[config.mk]
export PLATFORM = sky130hd
export DESIGN_NAME = uart_boot_ctrl_flat
export DESIGN_NICKNAME = d
export VERILOG_FILES = /design/src/rtl/uart_boot_ctrl_if.sv /design/src/rtl/uart_boot_ctrl.sv /design/src/flat_wrapper.sv
export SDC_FILE = /design/constraint.sdc
export NUM_CORES = 1
export LEC_CHECK = 0
export ABC_AREA = 1
export ABC_CLOCK_PERIOD_IN_PS = 2000
export CAP_MARGIN = 10
export CORE_MARGIN = 2
export CORE_UTILIZATION = 40
export DETAILED_ROUTE_END_ITERATION = 10
export PLACE_DENSITY_LB_ADDON = 0.12
export SYNTH_ARGS = -nofsm -noshare
export SYNTH_HDL_FRONTEND = slang
export SYNTH_SLANG_ARGS = --single-unit
export TNS_END_PERCENT = 100
[constraint.sdc]
create_clock -name clk -period 2 [get_ports clk]
set_input_delay 0.4 -clock clk [delete_from_list [all_inputs] [get_ports clk]]
set_output_delay 0.4 -clock clk [all_outputs]
set_load 0.01 [all_outputs]
[src/rtl/uart_boot_ctrl_if.sv]
// Byte stream from UART RX, ack byte to UART TX and the instruction-memory write port.
// The boot controller drives this interface as master.
interface uart_boot_ctrl_if #(
    parameter int ADDR_W = 8
) ();
    logic [7:0]        rx_data;
    logic              rx_valid;
    logic [7:0]        tx_data;
    logic              tx_valid;
    logic              tx_ready;
    logic              imem_we;
    logic [ADDR_W-1:0] imem_addr;
    logic [31:0]       imem_wdata;

    modport master (
        input  rx_data, rx_valid, tx_ready,
        output tx_data, tx_valid, imem_we, imem_addr, imem_wdata
    );

    modport slave (
        output rx_data, rx_valid, tx_ready,
        input  tx_data, tx_valid, imem_we, imem_addr, imem_wdata
    );
endinterface

[src/rtl/uart_boot_ctrl.sv]
// UART boot sequencer: parses SYNC/LEN/payload/CSUM frames, writes little-endian words
// to instruction memory from address 0, acks 'K' or 'E' and holds the core in reset until loaded.
module uart_boot_ctrl #(
    parameter int          ADDR_W  = 8,
    parameter int          DEPTH   = 256,
    parameter int          TIMEOUT = 1_000_000,
    parameter logic [7:0]  SYNC    = 8'hA5
) (
    input  logic            clk,
    input  logic            rst,
    uart_boot_ctrl_if.master bus,
    output logic            cpu_rst,
    output logic            boot_done,
    output logic            boot_err
);
    localparam int TO_W = (TIMEOUT > 1) ? $clog2(TIMEOUT) : 1;

    typedef enum logic [2:0] {
        S_IDLE, S_LEN0, S_LEN1, S_DATA, S_CSUM, S_ACK_OK, S_ERR, S_RUN
    } state_e;

    state_e            state_q, state_d;
    logic [15:0]       len_q, len_d;
    logic [15:0]       wcnt_q, wcnt_d;
    logic [1:0]        byte_cnt_q, byte_cnt_d;
    logic [31:0]       wbuf_q, wbuf_d;
    logic [7:0]        csum_q, csum_d;
    logic [TO_W-1:0]   to_q, to_d;
    logic [ADDR_W-1:0] addr_q, addr_d;
    logic              we_q, we_d;
    logic [31:0]       wdata_q, wdata_d;
    logic              tx_valid_q, tx_valid_d;
    logic [7:0]        tx_data_q, tx_data_d;
    logic              cpu_rst_q, cpu_rst_d;
    logic              boot_done_q, boot_done_d;
    logic              boot_err_q, boot_err_d;

    logic [31:0] word;
    logic [15:0] len_new;
    logic        timed, sync_hit, err_entry, handshake;

    always_comb begin
        state_d     = state_q;
        len_d       = len_q;
        wcnt_d      = wcnt_q;
        byte_cnt_d  = byte_cnt_q;
        wbuf_d      = wbuf_q;
        csum_d      = csum_q;
        to_d        = '0;
        addr_d      = addr_q;
        we_d        = 1'b0;
        wdata_d     = wdata_q;
        tx_valid_d  = tx_valid_q;
        tx_data_d   = tx_data_q;
        cpu_rst_d   = cpu_rst_q;
        boot_done_d = boot_done_q;
        boot_err_d  = boot_err_q;
        sync_hit    = 1'b0;
        err_entry   = 1'b0;
        handshake   = tx_valid_q && bus.tx_ready;
        len_new     = {bus.rx_data, len_q[7:0]};
        word        = wbuf_q;
        word[{byte_cnt_q, 3'b000} +: 8] = bus.rx_data;

        // Address advances in the cycle after the write so it is stable during imem_we.
        if (we_q) addr_d = addr_q + ADDR_W'(1);

        timed = (state_q == S_LEN0) || (state_q == S_LEN1) ||
                (state_q == S_DATA) || (state_q == S_CSUM);
        if (timed && !bus.rx_valid) to_d = to_q + TO_W'(1);

        case (state_q)
            S_IDLE: if (bus.rx_valid && bus.rx_data == SYNC) sync_hit = 1'b1;
            S_RUN: begin
                if (bus.rx_valid && bus.rx_data == SYNC) begin
                    sync_hit    = 1'b1;
                    cpu_rst_d   = 1'b1;
                    boot_done_d = 1'b0;
                end
            end
            S_LEN0: begin
                if (bus.rx_valid) begin
                    len_d[7:0] = bus.rx_data;
                    state_d    = S_LEN1;
                end
            end
            S_LEN1: begin
                if (bus.rx_valid) begin
                    len_d = len_new;
                    if (32'(len_new) > DEPTH) err_entry = 1'b1;
                    else if (len_new == 16'd0) state_d = S_CSUM;
                    else state_d = S_DATA;
                end
            end
            S_DATA: begin
                if (bus.rx_valid) begin
                    csum_d     = csum_q ^ bus.rx_data;
                    wbuf_d     = word;
                    byte_cnt_d = byte_cnt_q + 2'd1;
                    if (byte_cnt_q == 2'd3) begin
                        we_d    = 1'b1;
                        wdata_d = word;
                        wcnt_d  = wcnt_q + 16'd1;
                        if (wcnt_q == len_q - 16'd1) state_d = S_CSUM;
                    end
                end
            end
            S_CSUM: begin
                if (bus.rx_valid) begin
                    if (bus.rx_data == csum_q) begin
                        state_d    = S_ACK_OK;
                        tx_valid_d = 1'b1;
                        tx_data_d  = 8'h4B;
                    end else begin
                        err_entry = 1'b1;
                    end
                end
            end
            S_ACK_OK: begin
                if (handshake) begin
                    tx_valid_d  = 1'b0;
                    state_d     = S_RUN;
                    cpu_rst_d   = 1'b0;
                    boot_done_d = 1'b1;
                end
            end
            S_ERR: begin
                if (handshake) begin
                    tx_valid_d = 1'b0;
                    state_d    = S_IDLE;
                end
            end
            default: state_d = S_IDLE;
        endcase

        if (timed && !bus.rx_valid && to_q == TO_W'(TIMEOUT - 1)) err_entry = 1'b1;

        if (sync_hit) begin
            state_d    = S_LEN0;
            boot_err_d = 1'b0;
            csum_d     = '0;
            addr_d     = '0;
            wcnt_d     = '0;
            byte_cnt_d = '0;
        end

        if (err_entry) begin
            state_d    = S_ERR;
            boot_err_d = 1'b1;
            tx_valid_d = 1'b1;
            tx_data_d  = 8'h45;
        end
    end

    always_ff @(posedge clk) begin
        if (rst) begin
            state_q     <= S_IDLE;
            len_q       <= '0;
            wcnt_q      <= '0;
            byte_cnt_q  <= '0;
            wbuf_q      <= '0;
            csum_q      <= '0;
            to_q        <= '0;
            addr_q      <= '0;
            we_q        <= 1'b0;
            wdata_q     <= '0;
            tx_valid_q  <= 1'b0;
            tx_data_q   <= '0;
            cpu_rst_q   <= 1'b1;
            boot_done_q <= 1'b0;
            boot_err_q  <= 1'b0;
        end else begin
            state_q     <= state_d;
            len_q       <= len_d;
            wcnt_q      <= wcnt_d;
            byte_cnt_q  <= byte_cnt_d;
            wbuf_q      <= wbuf_d;
            csum_q      <= csum_d;
            to_q        <= to_d;
            addr_q      <= addr_d;
            we_q        <= we_d;
            wdata_q     <= wdata_d;
            tx_valid_q  <= tx_valid_d;
            tx_data_q   <= tx_data_d;
            cpu_rst_q   <= cpu_rst_d;
            boot_done_q <= boot_done_d;
            boot_err_q  <= boot_err_d;
        end
    end

    assign bus.tx_data    = tx_data_q;
    assign bus.tx_valid   = tx_valid_q;
    assign bus.imem_we    = we_q;
    assign bus.imem_addr  = addr_q;
    assign bus.imem_wdata = wdata_q;
    assign cpu_rst        = cpu_rst_q;
    assign boot_done      = boot_done_q;
    assign boot_err       = boot_err_q;
endmodule

[src/flat_wrapper.sv]
// flat-port wrapper written by rule: the top's interface ports become plain ports
module uart_boot_ctrl_flat 
#(
    parameter int          ADDR_W  = 8,
    parameter int          DEPTH   = 256,
    parameter int          TIMEOUT = 1_000_000,
    parameter logic [7:0]  SYNC    = 8'hA5
)
  (clk, rst, cpu_rst, boot_done, boot_err, bus_rx_data, bus_rx_valid, bus_tx_ready, bus_tx_data, bus_tx_valid, bus_imem_we, bus_imem_addr, bus_imem_wdata);
  uart_boot_ctrl_if #(.ADDR_W(ADDR_W)) bus_i ();
  input  logic clk;
  input  logic rst;
  output logic cpu_rst;
  output logic boot_done;
  output logic boot_err;
  input wire logic [$bits(bus_i.rx_data)-1:0] bus_rx_data;
  input wire logic [$bits(bus_i.rx_valid)-1:0] bus_rx_valid;
  input wire logic [$bits(bus_i.tx_ready)-1:0] bus_tx_ready;
  output wire logic [$bits(bus_i.tx_data)-1:0] bus_tx_data;
  output wire logic [$bits(bus_i.tx_valid)-1:0] bus_tx_valid;
  output wire logic [$bits(bus_i.imem_we)-1:0] bus_imem_we;
  output wire logic [$bits(bus_i.imem_addr)-1:0] bus_imem_addr;
  output wire logic [$bits(bus_i.imem_wdata)-1:0] bus_imem_wdata;
  assign bus_i.rx_data = bus_rx_data;
  assign bus_i.rx_valid = bus_rx_valid;
  assign bus_i.tx_ready = bus_tx_ready;
  assign bus_tx_data = bus_i.tx_data;
  assign bus_tx_valid = bus_i.tx_valid;
  assign bus_imem_we = bus_i.imem_we;
  assign bus_imem_addr = bus_i.imem_addr;
  assign bus_imem_wdata = bus_i.imem_wdata;
  uart_boot_ctrl #(.ADDR_W(ADDR_W), .DEPTH(DEPTH), .TIMEOUT(TIMEOUT), .SYNC(SYNC)) u_core (.clk(clk), .rst(rst), .bus(bus_i), .cpu_rst(cpu_rst), .boot_done(boot_done), .boot_err(boot_err));
endmodule
==> impl_metrics.py, run 1 <==
metrics = {
    "power": {
        "finalPower_mw": 8.429,
        "p_per_area_nw_per_um2": 940.5,
        "ir_drop_v": 0.0005674,
        "p_leak_nw": 3.622,
    },
    "route": {
        "via_per_inst": 4.856,
        "drc": 0,
        "dr.first_iter.drc_count": 341,
        "first_pass_iters": 5,
        "vias": 6362,
        "wl_mm": 17.76,
        "ant_nets": 0,
        "routedWlPerCell_um": 13.55,
    },
    "clock_tree": {
        "cts_tree": "yes",
        "cts-root-buf": "clkbuf_16",
        "cts_buffer_depth": 2,
        "htree_levels": 4,
        "path_clk_slew_ns": 0.06,
        "cts_buffers": 17,
        "clock_sinks": 145,
        "clk_latency_ns": 0.43,
    },
    "worst_hold_path": {
        "hp-class": "in -> reg",
    },
    "logic_synthesis": {
        "ys_seq_elements": 145,
        "synth_seq_area_share_pct": 41.97,
        "yosysTopAreaCellShare_pct": 41.97,
        "syn_avg_cell_area_um2": 7.220,
        "synth.yosys.warnings": 0,
        "netlist_area_um2": 6917,
        "yosysUniqueCellTypes": 39,
        "syn_inst": 958,
        "yosys.area.top_type": "dfxtp_1",
        "synth_area_leaders": "dfxtp_1 42%, nand2_1 8.1%, a21oi_1 7.7%",
    },
    "placed_design": {
        "hpwlAfterDp_mm": 12.92,
        "placed_area_um2": 8210,
        "place_inst": 1276,
        "numPortBuffers": 61,
        "place_congestion": 0.9043,
    },
    "worst_setup_path": {
        "cp.required_ns": 2.36,
        "cp_top_family": "simple AND/OR/NAND/NOR gates",
        "crit_chain": "inv_2 > ha_4 > xnor2_2 > nor2_1 > nand3_1 > nor2_1 > nand3_1 > nor2_1 > nand3_1 > nand2_1 > nand2_2 > nand2_2 > nand2_1 > a21oi_2",
        "slowest_delay_ns": 0.35,
        "path_buf_inv": 1,
        "endpoint_kind": "register",
        "arrival_ns": 2.29,
        "path_class": "reg -> reg",
        "critPathLaunchType": "register",
        "crit_fanout": 4,
        "slowest_stage": "dfxtp_2",
    },
    "global_route": {
        "use_met3_pct": 3.928,
        "antenna_found_initial": 0,
        "grt_max_degree": 60,
        "grt_pass1_wl_mm": 28.80,
        "gr-total-overflow": 0,
        "grt_pass1_vias": 5726,
        "grt-busiest-layer": "met2",
        "use_met2_pct": 30.60,
        "met1_usage_pct": 28.25,
        "grtUsageTotal_pct": 19.90,
    },
    "timing": {
        "skew_ns": 0.01114,
        "hold_viol": 0,
        "setup_viol": 0,
        "clock.fmax_mhz": 517.2,
        "max_slew_margin_pct": 63.14,
        "worst_pin_slew_ns": 0.5508,
        "fin_crit_ns": 1.933,
        "whs_ns": 0.4301,
        "period_share_pct": 96.67,
        "tns_ns": 0,
        "drv_slew": 0,
        "rsz0062_at_grt": "yes",
    },
    "outcome": {
        "status": "finished clean",
    },
    "floorplanning": {
        "initial_utilization_pct": 40.41,
        "die_area_um2": 18360,
        "rows": 48,
        "die_w_um": 135.5,
        "die_y_um": 135.5,
        "num_io_pins": 65,
        "core_area_um2": 17120,
    },
    "flow_run": {
        "drv_cap": 0,
    },
    "layout": {
        "final_common_cell": "nand2_1",
        "drive_gt1_share_pct": 14.75,
        "fin_cells": 1310,
        "final_cell_mix": "147 x nand2_1, 141 x dfxtp_1, 113 x nor2_1",
        "layout.nets": 1095,
        "design_area_um2": 8962,
        "area_growth_pct": 29.58,
        "antenna_cells": 0,
    },
}
## kinds of logic (layout without fill, tap and decap cells)
| family | count (synthesis) | after routing | synth area share (%) |
|---|---|---|---|
| muxes | 1 | 1 | 0.1447 |
| xor gates and xnor gates | 34 | 34 | 4.305 |
| other | 1 | 3 | 0.05422 |
| DFF | 145 | 145 | 41.97 |
| AOI/OAI and AO/OA | 239 | 239 | 18.56 |
| and+or+nand+nor | 379 | 379 | 24.71 |
| buffers and inverters | 149 | 274 | 8.448 |
| adders and majority gates | 10 | 10 | 1.809 |
## tightest hold or removal path: stages
cell and delay [ns]:
dlymetal6s2s_1 0.18, o21ai_0 0.19, a21oi_1 0.04
## synthesized netlist by cell type
cell      instances
ha_1             10
conb_1            1
o21a_1            2
nand3_1          34
clkbuf_1         31
buf_2             2
xnor2_1          13
o21ai_0          92
nor4_4            1
nor4_1            5
inv_2             6
o21ai_1           1
nor3b_1           4
nand3b_1          6
a31o_2            1
o22ai_1           8
nor4_2            2
inv_1           100
nand4_1           8
xor2_1           21
nor3_1           30
a21oi_1         107
dfxtp_1         145
nor2_1          118
a22oi_1          16
nor3_2            3
nor2_2            3
nand2_2           6
nand3_2           2
clkinv_1          3
or2_2             2
a211oi_1         11
buf_1             1
a31oi_1           1
mux2i_1           1
nor2_4            4
nor3_4            1
buf_4             6
nand2_1         150
## per-stage QoR
stage               util (%)  worst slack [ns]
global route           52.36           -0.1287
finish                 52.36           0.06663
global placement       47.97           -0.4222
CTS                    51.39           0.01811
floorplan                  -           0.05769
detailed placement     47.97           -0.4524
## final timing paths
| kind | from | end | slack, ns | depth (start not counted) |
|---|---|---|---|---|
| setup / recovery | u_core.len_q[1] | u_core.state_q[1] | 0.07 | 14 |
| hold / removal | bus_rx_data[4] | u_core.len_q[4] | 0.43 | 3 |
| setup reg to reg | u_core.len_q[1] | u_core.state_q[1] | 0.07 | 14 |
| hold reg to reg | u_core.boot_err | u_core.boot_err | 0.46 | 2 |
## what timing repair did
action / CTS / global route
setup endpoints to repair: 2 / 64
hold buffers: 0 / 0
pin swaps: 0 / 11
gates resized for setup: 2 / 40
setup buffers: 0 / 3
## where the power goes
part | switching, mW | total [mW] | internal, mW
sequential | 0.129 | 3.18 | 3.05
combinational | 1.23 | 2.12 | 0.889
clock | 1.26 | 3.13 | 1.87
total | 2.62 | 8.43 | 5.81
## sequential cells by signal (all words and copies together) (netlist names)
signal                 cells
u_core.wcnt_q             16
u_core.bus.tx_valid        1
u_core.len_q              16
u_core.wbuf_q             32
u_core.to_q               20
u_core.csum_q              8
u_core.bus.imem_wdata     32
u_core.boot_done           1
u_core.bus.tx_data         3
u_core.bus.imem_we         1
u_core.cpu_rst             1
u_core.boot_err            1
u_core.byte_cnt_q          2
u_core.bus.imem_addr       8
u_core.state_q             3
## cell type report
cell class | instances | area [um2]
flip-flops and latches | 145 | 2908
repair buffers | 134 | 1212
inverters | 109 | 409.1
clock inverters | 11 | 130.1
multi-input cells | 666 | 3575
clock buffers | 20 | 446.7
well taps | 225 | 281.5
fillers | 1717 | 8154
## layer usage
metal  vias up  wire, um
li1       3384         -
met1      2840      8829
met2       116      7952
met3        22       679
met4         0       295
met5         -         0
Note: power is estimated with default switching activity, not from simulation.
==> run 2, diff against run 1 <==
--- a/config.mk
+++ b/config.mk
@@ -11,6 +11,7 @@
 export CORE_MARGIN = 2
 export CORE_UTILIZATION = 40
 export DETAILED_ROUTE_END_ITERATION = 10
+export GPL_TIMING_DRIVEN = 1
 export PLACE_DENSITY_LB_ADDON = 0.12
 export SYNTH_ARGS = -nofsm -noshare
 export SYNTH_HDL_FRONTEND = slang
==> results of run 2 <==
The final DEF is identical to that of run 1; final timing and power are the same.
==> run 3, diff against run 2 <==
--- a/config.mk
+++ b/config.mk
@@ -5,13 +5,11 @@
 export SDC_FILE = /design/constraint.sdc
 export NUM_CORES = 1
 export LEC_CHECK = 0
-export ABC_AREA = 1
 export ABC_CLOCK_PERIOD_IN_PS = 2000
 export CAP_MARGIN = 10
-export CORE_MARGIN = 2
+export CORE_MARGIN = 4
 export CORE_UTILIZATION = 40
 export DETAILED_ROUTE_END_ITERATION = 10
-export GPL_TIMING_DRIVEN = 1
 export PLACE_DENSITY_LB_ADDON = 0.12
 export SYNTH_ARGS = -nofsm -noshare
 export SYNTH_HDL_FRONTEND = slang
==> impl_metrics.py, run 3 <==
metrics = {
    "logic_synthesis": {
        "async_flop_share_pct": 0,
        "yosysTopAreaCellShare_pct": 43.16,
        "synthMuxAreaShare_pct": 2.530,
        "synth-simple-area-share_pct": 23.40,
        "syn_inst": 787,
        "synth_compound_area_share_pct": 14.59,
        "synth_flop_cell": "dfxtp_1",
        "synth_most_common_cell": "nor2_1",
        "netlist_area_um2": 6725,
        "synth_edf_count": 0,
        "synth_seq_area_share_pct": 43.16,
        "syn_avg_cell_area_um2": 8.545,
        "synth_top_family_by_area": "simple AND/OR/NAND/NOR gates",
        "yosys.area.top_type": "dfxtp_1",
        "synthAdderAreaFrac_pct": 1.860,
        "ys_seq_elements": 145,
        "yosysUniqueCellTypes": 56,
        "yosys-top-cells-count": "159 x nor2_1, 145 x dfxtp_1, 66 x a211oi_1",
        "synth_area_leaders": "dfxtp_1 43%, nor2_1 8.9%, a211oi_1 7.4%",
        "synth.yosys.warnings": 0,
        "synth_xor_area_share_pct": 9.898,
    },
    "power": {
        "p_leak_nw": 3.263,
        "ir_drop_v": 0.0006137,
        "finalPower_mw": 6.734,
        "p_per_area_nw_per_um2": 765.4,
    },
    "floorplanning": {
        "die_w_um": 137.7,
        "die_area_um2": 18950,
        "core_area_um2": 16520,
        "rows": 47,
        "die_y_um": 137.7,
        "num_io_pins": 65,
        "initial_utilization_pct": 40.70,
    },
    "worst_setup_path": {
        "arrival_ns": 2.51,
        "slowest_delay_ns": 0.40,
        "rr_worst_depth": 10,
        "crit_chain": "inv_4 > ha_4 > nor4b_4 > nand2_2 > buf_6 > a21oi_4 > o2bb2ai_2 > or4_1 > a21o_1 > a311oi_2",
        "critPathLaunchType": "register",
        "path_class": "reg -> reg",
        "reg2reg_to": "u_core.state_q[0]",
        "endpoint_kind": "register",
        "slowest_stage": "or4_1",
        "r2r_slack_ns": -0.18,
        "r2r-start": "u_core.len_q[0]",
        "crit_fanout": 5,
        "cp.required_ns": 2.33,
    },
    "clock_tree": {
        "cts_hold_buf": 0,
        "cts-root-buf": "clkbuf_16",
        "cts_buffer_depth": 2,
        "cts_buffers": 17,
        "path_clk_slew_ns": 0.06,
        "clk_latency_ns": 0.42,
        "clock_sinks": 145,
        "htree_levels": 4,
        "cts_tree": "yes",
    },
    "layout": {
        "final_common_cell": "nor2_1",
        "layout.nets": 924,
        "drive_gt1_share_pct": 17.27,
        "ff_latch_area_um2": 2905,
        "final_cell_mix": "158 x nor2_1, 143 x dfxtp_1, 82 x buf_4",
        "antenna_cells": 0,
        "multi_input_area_um2": 3656,
        "area_growth_pct": 30.81,
        "fin_cells": 1135,
        "fillers": 1521,
        "design_area_um2": 8797,
    },
    "route": {
        "wl_met1_mm": 8.066,
        "dr.first_iter.drc_count": 350,
        "routedWlPerCell_um": 15.06,
        "highest_layer": "met4",
        "dr_wl_met3_um": 682,
        "route.met2.wl_mm": 8.132,
        "via_per_inst": 5.095,
        "first_pass_iters": 5,
        "vias": 5783,
        "drc": 0,
        "ant_nets": 0,
        "wl_mm": 17.09,
    },
    "timing": {
        "clock.fmax_mhz": 458.1,
        "fin_ws_ns": -0.1830,
        "max_slew_margin_pct": 64.56,
        "fin_crit_ns": 2.183,
        "tns_ns": -0.4338,
        "worst_pin_slew_ns": 0.5316,
        "hold_viol": 0,
        "period_share_pct": 109.2,
        "drv_slew": 0,
        "skew_ns": 0.01077,
        "setup_viol": 3,
        "rsz0062_at_grt": "yes",
        "whs_ns": 0.4646,
    },
    "placed_design": {
        "hpwlAfterDp_mm": 12.21,
        "numPortBuffers": 61,
        "place_congestion": 0.8276,
        "place_inst": 1096,
        "placed_area_um2": 8051,
    },
    "worst_hold_path": {
        "holdPathStages": 2,
        "hp-start": "u_core.cpu_rst",
        "worstHoldEndpoint": "u_core.cpu_rst",
        "hp-class": "reg -> reg",
    },
    "global_route": {
        "gr-total-overflow": 0,
        "grt_pass1_wl_mm": 28.61,
        "grtUsageTotal_pct": 18.98,
        "grt_pass1_vias": 5757,
        "grt_max_degree": 76,
        "antenna_found_initial": 0,
    },
    "outcome": {
        "failed_checks": "setup timing",
        "status": "finished with violations",
    },
    "flow_run": {
        "drv_cap": 0,
    },
}
run 3: critical path: cells and delay by family, from the launching register on:
kind	cells	cell delay, ns
buffers and inverters	2	0.21
adders and majority gates	1	0.15
AOI/OAI and AO/OA	4	0.62
DFF	1	0.33
and+or+nand+nor	3	0.78
run 3: layout make-up:
class                           instances  area share, %
Multi-Input combinational cell        576          41.56
Tap cell                              220          3.129
Timing Repair Buffer                  149          14.79
Clock buffer                           20          5.305
Clock inverter                         12          1.607
Sequential cell                       145          33.03
Inverter                               13         0.5831
run 3: through the flow:
stage	setup slack [ns]	utilization (%)
floorplan	-0.2845	-
global placement	-0.6449	48.72
detailed placement	-0.7373	48.72
CTS	-0.1750	52.81
global route	-0.3010	53.24
finish	-0.1830	53.24
run 3: cell families after synthesis:
| kind of cell | after synthesis |
|---|---|
| simple gates | 325 |
| compound gates | 145 |
| flops | 145 |
| xor+xnor | 76 |
| buf+inv | 68 |
| mux | 17 |
| fa+ha+maj | 10 |
| other cells | 1 |
run 3: timing repair:
item | in CTS | in global routing
pin swaps | 12 | 2
setup endpoints to repair | 4 | 56
setup buffers | 5 | 2
resized for setup | 14 | 12
hold endpoints to repair | 0 | 0
run 3: worst max path at each step:
stage | from | end | slack [ns] | cells past startpoint
after floorplan | bus_rx_data[2] | u_core.state_q[0] | -0.28 | 8
after global placement | bus_rx_data[0] | u_core.state_q[0] | -0.64 | 8
after detailed placement | bus_rx_data[4] | u_core.state_q[0] | -0.74 | 8
after CTS | u_core.len_q[0] | u_core.state_q[0] | -0.17 | 10
after global routing | u_core.len_q[0] | u_core.state_q[0] | -0.30 | 10
final | u_core.len_q[0] | u_core.state_q[0] | -0.18 | 10
run 3: power breakdown:
group          switching, mW  internal [mW]
clock network           1.30           1.96
logic                  0.286          0.234
registers             0.0328           2.92
run 3: routing by layer:
| layer | GRT usage (%) | vias up |
|---|---|---|
| met3 | 4.456 | 20 |
| met5 | 0 | - |
| met2 | 31.13 | 109 |
| met1 | 24.89 | 2703 |
| li1 | - | 2951 |
| met4 | 5.543 | 0 |
